## src/rtl/r2sdf_stage_ctrl_if.sv

```systemverilog
// Handshake and butterfly-control bundle between an SDF stage controller and its datapath.
// The master side is the controller; R2_CTRL_FRAME_CNT_EN adds the frame counter.
interface r2sdf_stage_ctrl_if;
  logic       in_valid;
  logic       in_ready;
  logic [1:0] bf_state;
  logic [1:0] bf_wn;
  logic       sr_shift;
  logic       out_valid;
  logic       busy;
`ifdef R2_CTRL_FRAME_CNT_EN
  logic [7:0] frame_cnt;
`endif

  modport master (
    input  in_valid,
    output in_ready, bf_state, bf_wn, sr_shift, out_valid, busy
`ifdef R2_CTRL_FRAME_CNT_EN
    , output frame_cnt
`endif
  );

  modport slave (
    output in_valid,
    input  in_ready, bf_state, bf_wn, sr_shift, out_valid, busy
`ifdef R2_CTRL_FRAME_CNT_EN
    , input frame_cnt
`endif
  );
endinterface

```

## src/rtl/r2sdf_stage_ctrl.sv

```systemverilog
// Radix-2 SDF stage sequencer: outputs combinational from st/cnt/in_valid, first out_valid on beat DELAY+1.
// in_ready drops only for the DELAY-cycle SECOND drain; R2_CTRL_FRAME_CNT_EN adds an 8-bit frame_cnt.
module r2sdf_stage_ctrl #(
  parameter int DELAY = 16
) (
  input  logic               clk,
  input  logic               rst,
  r2sdf_stage_ctrl_if.master bus
);

  localparam int CW = (DELAY > 1) ? $clog2(DELAY) : 1;
  localparam logic [CW-1:0] LAST = CW'(DELAY - 1);

  // Encoding chosen so each state value equals its bf_state code.
  typedef enum logic [1:0] {
    ST_IDLE    = 2'b00,
    ST_FIRST   = 2'b01,
    ST_SECOND  = 2'b10,
    ST_WAITING = 2'b11
  } st_e;

  if (DELAY < 1 || DELAY > 16 || (DELAY & (DELAY - 1)) != 0) begin : g_bad_delay
    $error("r2sdf_stage_ctrl: DELAY must be a power of 2 in 1..16");
  end

  st_e           r_st;
  logic [CW-1:0] r_cnt;

  st_e           w_st_nxt;
  logic [CW-1:0] w_cnt_nxt;
  logic [1:0]    w_bf_state;
  logic          w_sr_shift;
  logic          w_out_valid;
  logic          w_in_ready;
  logic          w_beat;
  logic          w_last;

  assign w_in_ready = (r_st != ST_SECOND);
  assign w_beat     = w_in_ready & bus.in_valid;
  assign w_last     = (r_cnt == LAST);

  always_ff @(posedge clk) begin
    if (rst) begin
      r_st  <= ST_IDLE;
      r_cnt <= '0;
    end else begin
      r_st  <= w_st_nxt;
      r_cnt <= w_cnt_nxt;
    end
  end

  always_comb begin
    w_st_nxt    = r_st;
    w_cnt_nxt   = r_cnt;
    w_bf_state  = ST_IDLE;
    w_sr_shift  = 1'b0;
    w_out_valid = 1'b0;

    unique case (r_st)
      ST_IDLE: begin
        // An idle accept is sample 0 of the WAITING phase, so frames run back-to-back.
        if (w_beat) begin
          w_bf_state = ST_WAITING;
          w_sr_shift = 1'b1;
          if (DELAY == 1) begin
            w_st_nxt  = ST_FIRST;
            w_cnt_nxt = '0;
          end else begin
            w_st_nxt  = ST_WAITING;
            w_cnt_nxt = CW'(1);
          end
        end
      end

      ST_WAITING: begin
        if (w_beat) begin
          w_bf_state = ST_WAITING;
          w_sr_shift = 1'b1;
          if (w_last) begin
            w_st_nxt  = ST_FIRST;
            w_cnt_nxt = '0;
          end else begin
            w_cnt_nxt = r_cnt + CW'(1);
          end
        end
      end

      ST_FIRST: begin
        if (w_beat) begin
          w_bf_state  = ST_FIRST;
          w_sr_shift  = 1'b1;
          w_out_valid = 1'b1;
          if (w_last) begin
            w_st_nxt  = ST_SECOND;
            w_cnt_nxt = '0;
          end else begin
            w_cnt_nxt = r_cnt + CW'(1);
          end
        end
      end

      ST_SECOND: begin
        w_bf_state  = ST_SECOND;
        w_sr_shift  = 1'b1;
        w_out_valid = 1'b1;
        if (w_last) begin
          w_st_nxt  = ST_IDLE;
          w_cnt_nxt = '0;
        end else begin
          w_cnt_nxt = r_cnt + CW'(1);
        end
      end

      default: begin
        w_st_nxt  = ST_IDLE;
        w_cnt_nxt = '0;
      end
    endcase
  end

  // floor(2*cnt/DELAY) is just the counter MSB; it stays 0 for DELAY=1.
  assign bus.bf_wn     = (r_st == ST_SECOND) ? {1'b0, r_cnt[CW-1]} : 2'b00;
  assign bus.in_ready  = w_in_ready;
  assign bus.bf_state  = w_bf_state;
  assign bus.sr_shift  = w_sr_shift;
  assign bus.out_valid = w_out_valid;
  assign bus.busy      = (r_st != ST_IDLE);

`ifdef R2_CTRL_FRAME_CNT_EN
  logic [7:0] r_frame_cnt;
  logic       w_frame_done;

  assign w_frame_done = (r_st == ST_SECOND) && w_last;

  always_ff @(posedge clk) begin
    if (rst) begin
      r_frame_cnt <= '0;
    end else if (w_frame_done) begin
      r_frame_cnt <= r_frame_cnt + 8'd1;
    end
  end

  assign bus.frame_cnt = r_frame_cnt;
`endif

endmodule

```

## src/flat_wrapper.sv

```systemverilog
// flat-port wrapper written by rule: the top's interface ports become plain ports
module r2sdf_stage_ctrl_flat 
#(
  parameter int DELAY = 16
)
  (clk, rst, bus_in_valid, bus_in_ready, bus_bf_state, bus_bf_wn, bus_sr_shift, bus_out_valid, bus_busy);
  r2sdf_stage_ctrl_if bus_i ();
  input  logic clk;
  input  logic rst;
  input wire logic [$bits(bus_i.in_valid)-1:0] bus_in_valid;
  output wire logic [$bits(bus_i.in_ready)-1:0] bus_in_ready;
  output wire logic [$bits(bus_i.bf_state)-1:0] bus_bf_state;
  output wire logic [$bits(bus_i.bf_wn)-1:0] bus_bf_wn;
  output wire logic [$bits(bus_i.sr_shift)-1:0] bus_sr_shift;
  output wire logic [$bits(bus_i.out_valid)-1:0] bus_out_valid;
  output wire logic [$bits(bus_i.busy)-1:0] bus_busy;
  assign bus_i.in_valid = bus_in_valid;
  assign bus_in_ready = bus_i.in_ready;
  assign bus_bf_state = bus_i.bf_state;
  assign bus_bf_wn = bus_i.bf_wn;
  assign bus_sr_shift = bus_i.sr_shift;
  assign bus_out_valid = bus_i.out_valid;
  assign bus_busy = bus_i.busy;
  r2sdf_stage_ctrl #(.DELAY(DELAY)) u_core (.clk(clk), .rst(rst), .bus(bus_i));
endmodule
```

## config.mk

```make
export PLATFORM = sky130hd
export DESIGN_NAME = r2sdf_stage_ctrl_flat
export DESIGN_NICKNAME = d
export VERILOG_FILES = /design/src/rtl/r2sdf_stage_ctrl_if.sv /design/src/rtl/r2sdf_stage_ctrl.sv /design/src/flat_wrapper.sv
export SDC_FILE = /design/constraint.sdc
export NUM_CORES = 1
export LEC_CHECK = 0
export CORE_AREA = 2 2 39 41
export DETAILED_ROUTE_END_ITERATION = 8
export DIE_AREA = 0 0 41 43
export PLACE_DENSITY_LB_ADDON = 0.15
export SYNTH_ARGS = -nofsm -noshare
export SYNTH_HDL_FRONTEND = slang
export SYNTH_SLANG_ARGS = --single-unit
```

## constraint.sdc

```tcl
create_clock -name clk -period 1.75 [get_ports clk]
set_input_delay 0.525 -clock clk [delete_from_list [all_inputs] [get_ports clk]]
set_output_delay 0.525 -clock clk [all_outputs]
set_load 0.03 [all_outputs]
```

# --- Word-level counts from Yosys, hierarchy flattened ---
# Cells that the tools add are included.
totals:
  register_bits: 6
  in_bits: 3
  out_inout_bits: 8
  wordCells: 41
op_classes:
  n_addsub: 1
  eq_ne: 12
  muxes: 18
  n_bitwise: 1
  n_reduce_logical: 7
ops:
  columns: ["cell", "count"]
  rows:
  - ["2-bit two-way mux", 7]
  - ["2-bit by 1-bit != test with 1-bit output (second input constant)", 7]
  - ["4-bit two-way mux", 3]
  - ["4-bit case mux with 3 select lines", 1]
  - ["2-bit case mux with 4 select lines", 1]
  - ["2-bit case mux with 3 select lines", 1]
  - ["6-bit AND reduction", 1]
  - ["4-bit by 1-bit adder with 4-bit output (second input constant)", 1]
  - ["2-bit == test (second input constant)", 2]
  - ["4-bit == test (second input constant)", 1]
  - ["1-bit case mux with 2 select lines", 2]
  - ["2-bit OR reduction", 2]
  - ["1-bit two-way mux", 3]
  - ["3-bit OR reduction", 1]
  - ["2-bit by 1-bit == test with 1-bit output (second input constant)", 1]
  - ["2-bit logical NOT", 1]
  - ["2-bit != test (second input constant)", 1]
  - ["2-bit AND reduction", 1]
  - ["2-bit nonzero test", 1]
  - ["1-bit bitwise AND", 1]

# --- Logic depth before layout (Yosys ltp) ---
logic_depth:
  word_depth: 4
  mapped_depth: 7

# --- Worst setup path after synthesis ---
# No wires, ideal clock.
synth_path:
  path_kind: "reg2out"
  from: "reg u_core.r_st[0]"
  to: "out bus_out_valid"
  arrival_time_ns: 1.763
  required_ns: 1.225
  path_slack_ns: -0.538
  path_stages_with_launch: 8
  n_path_buf: 1
  path_cell_list: "dfxtp_1 inv_1 ha_1 nand2b_1 clkbuf_1 inv_1 a21oi_1 nor2b_1"
synth_via:
  elab_chain_cells: 4
synth_rtl:
  columns: ["item", "line", "text"]
  rows:
  - ["from (decl)", "r2sdf_stage_ctrl.sv:26", "st_e r_st;"]
  - ["from (signal assigned)", "r2sdf_stage_ctrl.sv:47", "r_st <= w_st_nxt;"]
  - ["2-bit != test", "r2sdf_stage_ctrl.sv:38", "assign w_in_ready = (r_st != ST_SECOND);"]
  - ["1-bit bitwise AND", "r2sdf_stage_ctrl.sv:39", "assign w_beat = w_in_ready & bus.in_valid;"]
  - ["1-bit two-way mux", "r2sdf_stage_ctrl.sv:89", "if (w_beat) begin"]
  - ["1-bit case mux with 2 select lines *", "r2sdf_stage_ctrl.sv:59", "unique case (r_st)"]
  - ["to (decl)", "flat_wrapper.sv:15", "output wire logic [$bits(bus_i.out_valid)-1:0] bus_out_valid;"]
# Every way passes the cells marked *; elsewhere a longest branch is shown, timed or not.

# --- Worst setup path in the final report ---
# Ends and elaborated chain as after synthesis.

==> results.cfg <==
[outcome]
violations = negative setup slack
outcome = finished with violations

[finish]
area_growth_pct = 86.25
layout.cells.non_filler = 104
drive_above_1_share = 0.6023
nets = 100
fin_area_um2 = 864.6
antennaDiodeCount = 0
fill_cells = 123

[worst_setup_path]
crit_path_cell_trace = buf_4 -> ha_4 -> buf_4 -> a21oi_2 -> nor2b_2 -> buf_6
cpPeakStageDelay_ns = 0.32
crit_fanout = 4
r2r_slack_ns = -0.01
worstPathRequired_ns = 1.22
slowest_stage = dfxtp_2
endpoint_kind = output port
ff2ff_path_depth = 5
r2r_start = u_core.r_st[1]$_SDFFE_PP0P_
crit_arrival_ns = 1.31
timing.rr.end = u_core.r_st[0]$_SDFFE_PP0P_
critPathLaunchType = flip-flop
path_common_cell = buf_4
crit_type = flip-flop to output port

[yosys]
ys_types = 29
seq_area_frac_synth = 0.2588
yosys-top-cells-area = dfxtp_1 26%, ha_1 19%, nand3_1 6.5%, a31oi_1 4.0%, inv_1 4.0%
synthFlopType = dfxtp_1
syn_nets = 68
async_flop_share = 0
avgSynthCellArea_um2 = 8.003
synth_area_um2 = 464.2
synth.ff_latch_count = 6
synth_most_common_cell = ha_1
synth_edf_count = 0
yosysTopAreaCellShare = 0.2588
syn_inst = 58
synth_common_cells = 7 x ha_1, 6 x dfxtp_1, 6 x nand3_1
yosys.area.top_type = dfxtp_1
yosysWarnings = 0

[clock_tree]
cts_tree = built
cts_max_level = 1
cts-root-buf = clkbuf_4
path_clk_slew_ns = 0.05
clk_latency_ns = 0.25
clockBufferDepth = 2
clock-sinks = 6
cts_made_buffers = 3

[grt]
grt_max_degree = 7
grt_pass1_wl_um = 1869
grt_usage = 0.1595
antenna_found_initial = 0
grt_pass1_vias = 457
grt-ovfl-total = 0

[sta]
fin_worst_skew_ns = 0.003831
maxSlewViolCount = 0
fmax_ghz = 0.5445
tns_ns = -0.2162
fin_ws_ns = -0.08645
fin_crit_ns = 1.836
rsz0062_at_grt = true
hold_violations = 0
fin_crit_sh = 1.049
hold-worst-slack_ns = 0.4808
setup_violations = 4

[pwr]
finalPower_mw = 1.833
leakage_nw = 0.3658
power_density_nw_per_um2 = 2120
peakVddDrop_mv = 0.9766

[place]
placedCellCount = 95
finalWeightedCongestion = 0.7002
hpwl_um = 901
place_area_um2 = 676.9
io_buffers = 9

[die]
core_area_um2 = 1384
initial_core_util = 0.3354
die_h_um = 43
boundaryPins = 11
core.rowCount = 14
die_w_um = 41
fp.dieArea_um2 = 1763

[routing]
antenna_left = 0
vias = 512
drt_wl_total_um = 1171
drt_first_pass_iters = 2
wl_per_cell_um = 11.26
drc = 0
viasPerCell = 4.923
drt_iter0_drc = 3

[worst_hold_path]
hold_class = flip-flop to flip-flop
holdPathStages = 2
min-delay-start = u_core.r_cnt[1]$_SDFFE_PP0P_
holdPathEnd = u_core.r_cnt[1]$_SDFFE_PP0P_

[job]
maxCapViolations = 0
placed cells by master (no fill, tap or decap), drive strengths merged, types with 2 or more instances in the layout:
| cell type | count |
|---|---|
| nand2b | 2 |
| clkbuf | 3 |
| nor2 | 3 |
| nand2 | 2 |
| ha | 7 |
| a21oi | 3 |
| a31oi | 3 |
| dfxtp | 6 |
| inv | 5 |
| or3 | 2 |
| o21ai | 2 |
| buf | 28 |
| nand3 | 6 |
routing by layer:
layer	global-route usage	vias up	routed length, µm
li1	-	264	-
met1	0.1763	243	495
met2	0.2594	5	636
met3	0.09424	0	40
met4	0.02000	0	0
met5	0	-	0
flip-flops by register name, indices dropped and copies added, names as in the netlist:
register,cells
u_core.r_cnt,4
u_core.r_st,2
report_power, final:
group,internal (mW),switching (mW)
Combinational,0.807,0.653
Clock,0.0776,0.0511
Sequential,0.189,0.0549
how the worst max path moves through the flow:
| stage | slack, ns | to | from | depth (start not counted) |
|---|---|---|---|---|
| after floorplan | -0.11 | bus_out_valid | u_core.r_st[0]$_SDFFE_PP0P_ | 7 |
| after global placement | -0.59 | bus_sr_shift | bus_in_valid | 3 |
| after detailed placement | -0.60 | bus_sr_shift | bus_in_valid | 3 |
| after CTS | -0.09 | bus_out_valid | u_core.r_st[0]$_SDFFE_PP0P_ | 6 |
| after global routing | -0.12 | bus_out_valid | u_core.r_st[0]$_SDFFE_PP0P_ | 7 |
| final | -0.09 | bus_out_valid | u_core.r_st[0]$_SDFFE_PP0P_ | 6 |
metrics by stage:
stage | setup slack (ns) | utilization
after floorplan | -0.1126 | -
after global placement | -0.5891 | 0.4892
after detailed placement | -0.5981 | 0.4892
after CTS | -0.08977 | 0.5931
after global routing | -0.1227 | 0.6248
final | -0.08645 | 0.6248
critical path, delay by kind of cell (launching register included):
kind,cells,cell delay [ns]
buffers and inverters,3,0.41
AOI/OAI and AO/OA,1,0.13
and+or+nand+nor,1,0.05
DFF,1,0.32
adders and majority gates,1,0.16
area by class of cell:
type,instances,area (µm²),area share
repair buffers,30,271.5,0.3140
multi-input cells,44,394.1,0.4559
inverters,5,31.28,0.03618
flip-flops and latches,6,125.1,0.1447
clock buffers,3,22.52,0.02605
well taps,16,20.02,0.02315
logic make-up (layout without fill, tap and decap cells):
group	after synthesis	count (layout)	share of synthesized area
AO/OA/AOI/OAI	13	13	0.1806
adder cells (fa/ha/maj)	7	7	0.1887
buffers and inverters	8	38	0.07546
flip-flops	6	6	0.2588
multiplexers	2	2	0.04582
other	1	1	0.008078
AND/OR/NAND/NOR	21	21	0.2426
what timing repair did:
| item | CTS | global route |
|---|---|---|
| resized for setup | 34 | 5 |
| pin swaps | 3 | 5 |
| buffers inserted | 2 | 4 |
| hold buffers | 0 | 0 |
| endpoints found under the setup margin | 9 | 10 |
Power figures use the tool's default switching activity.
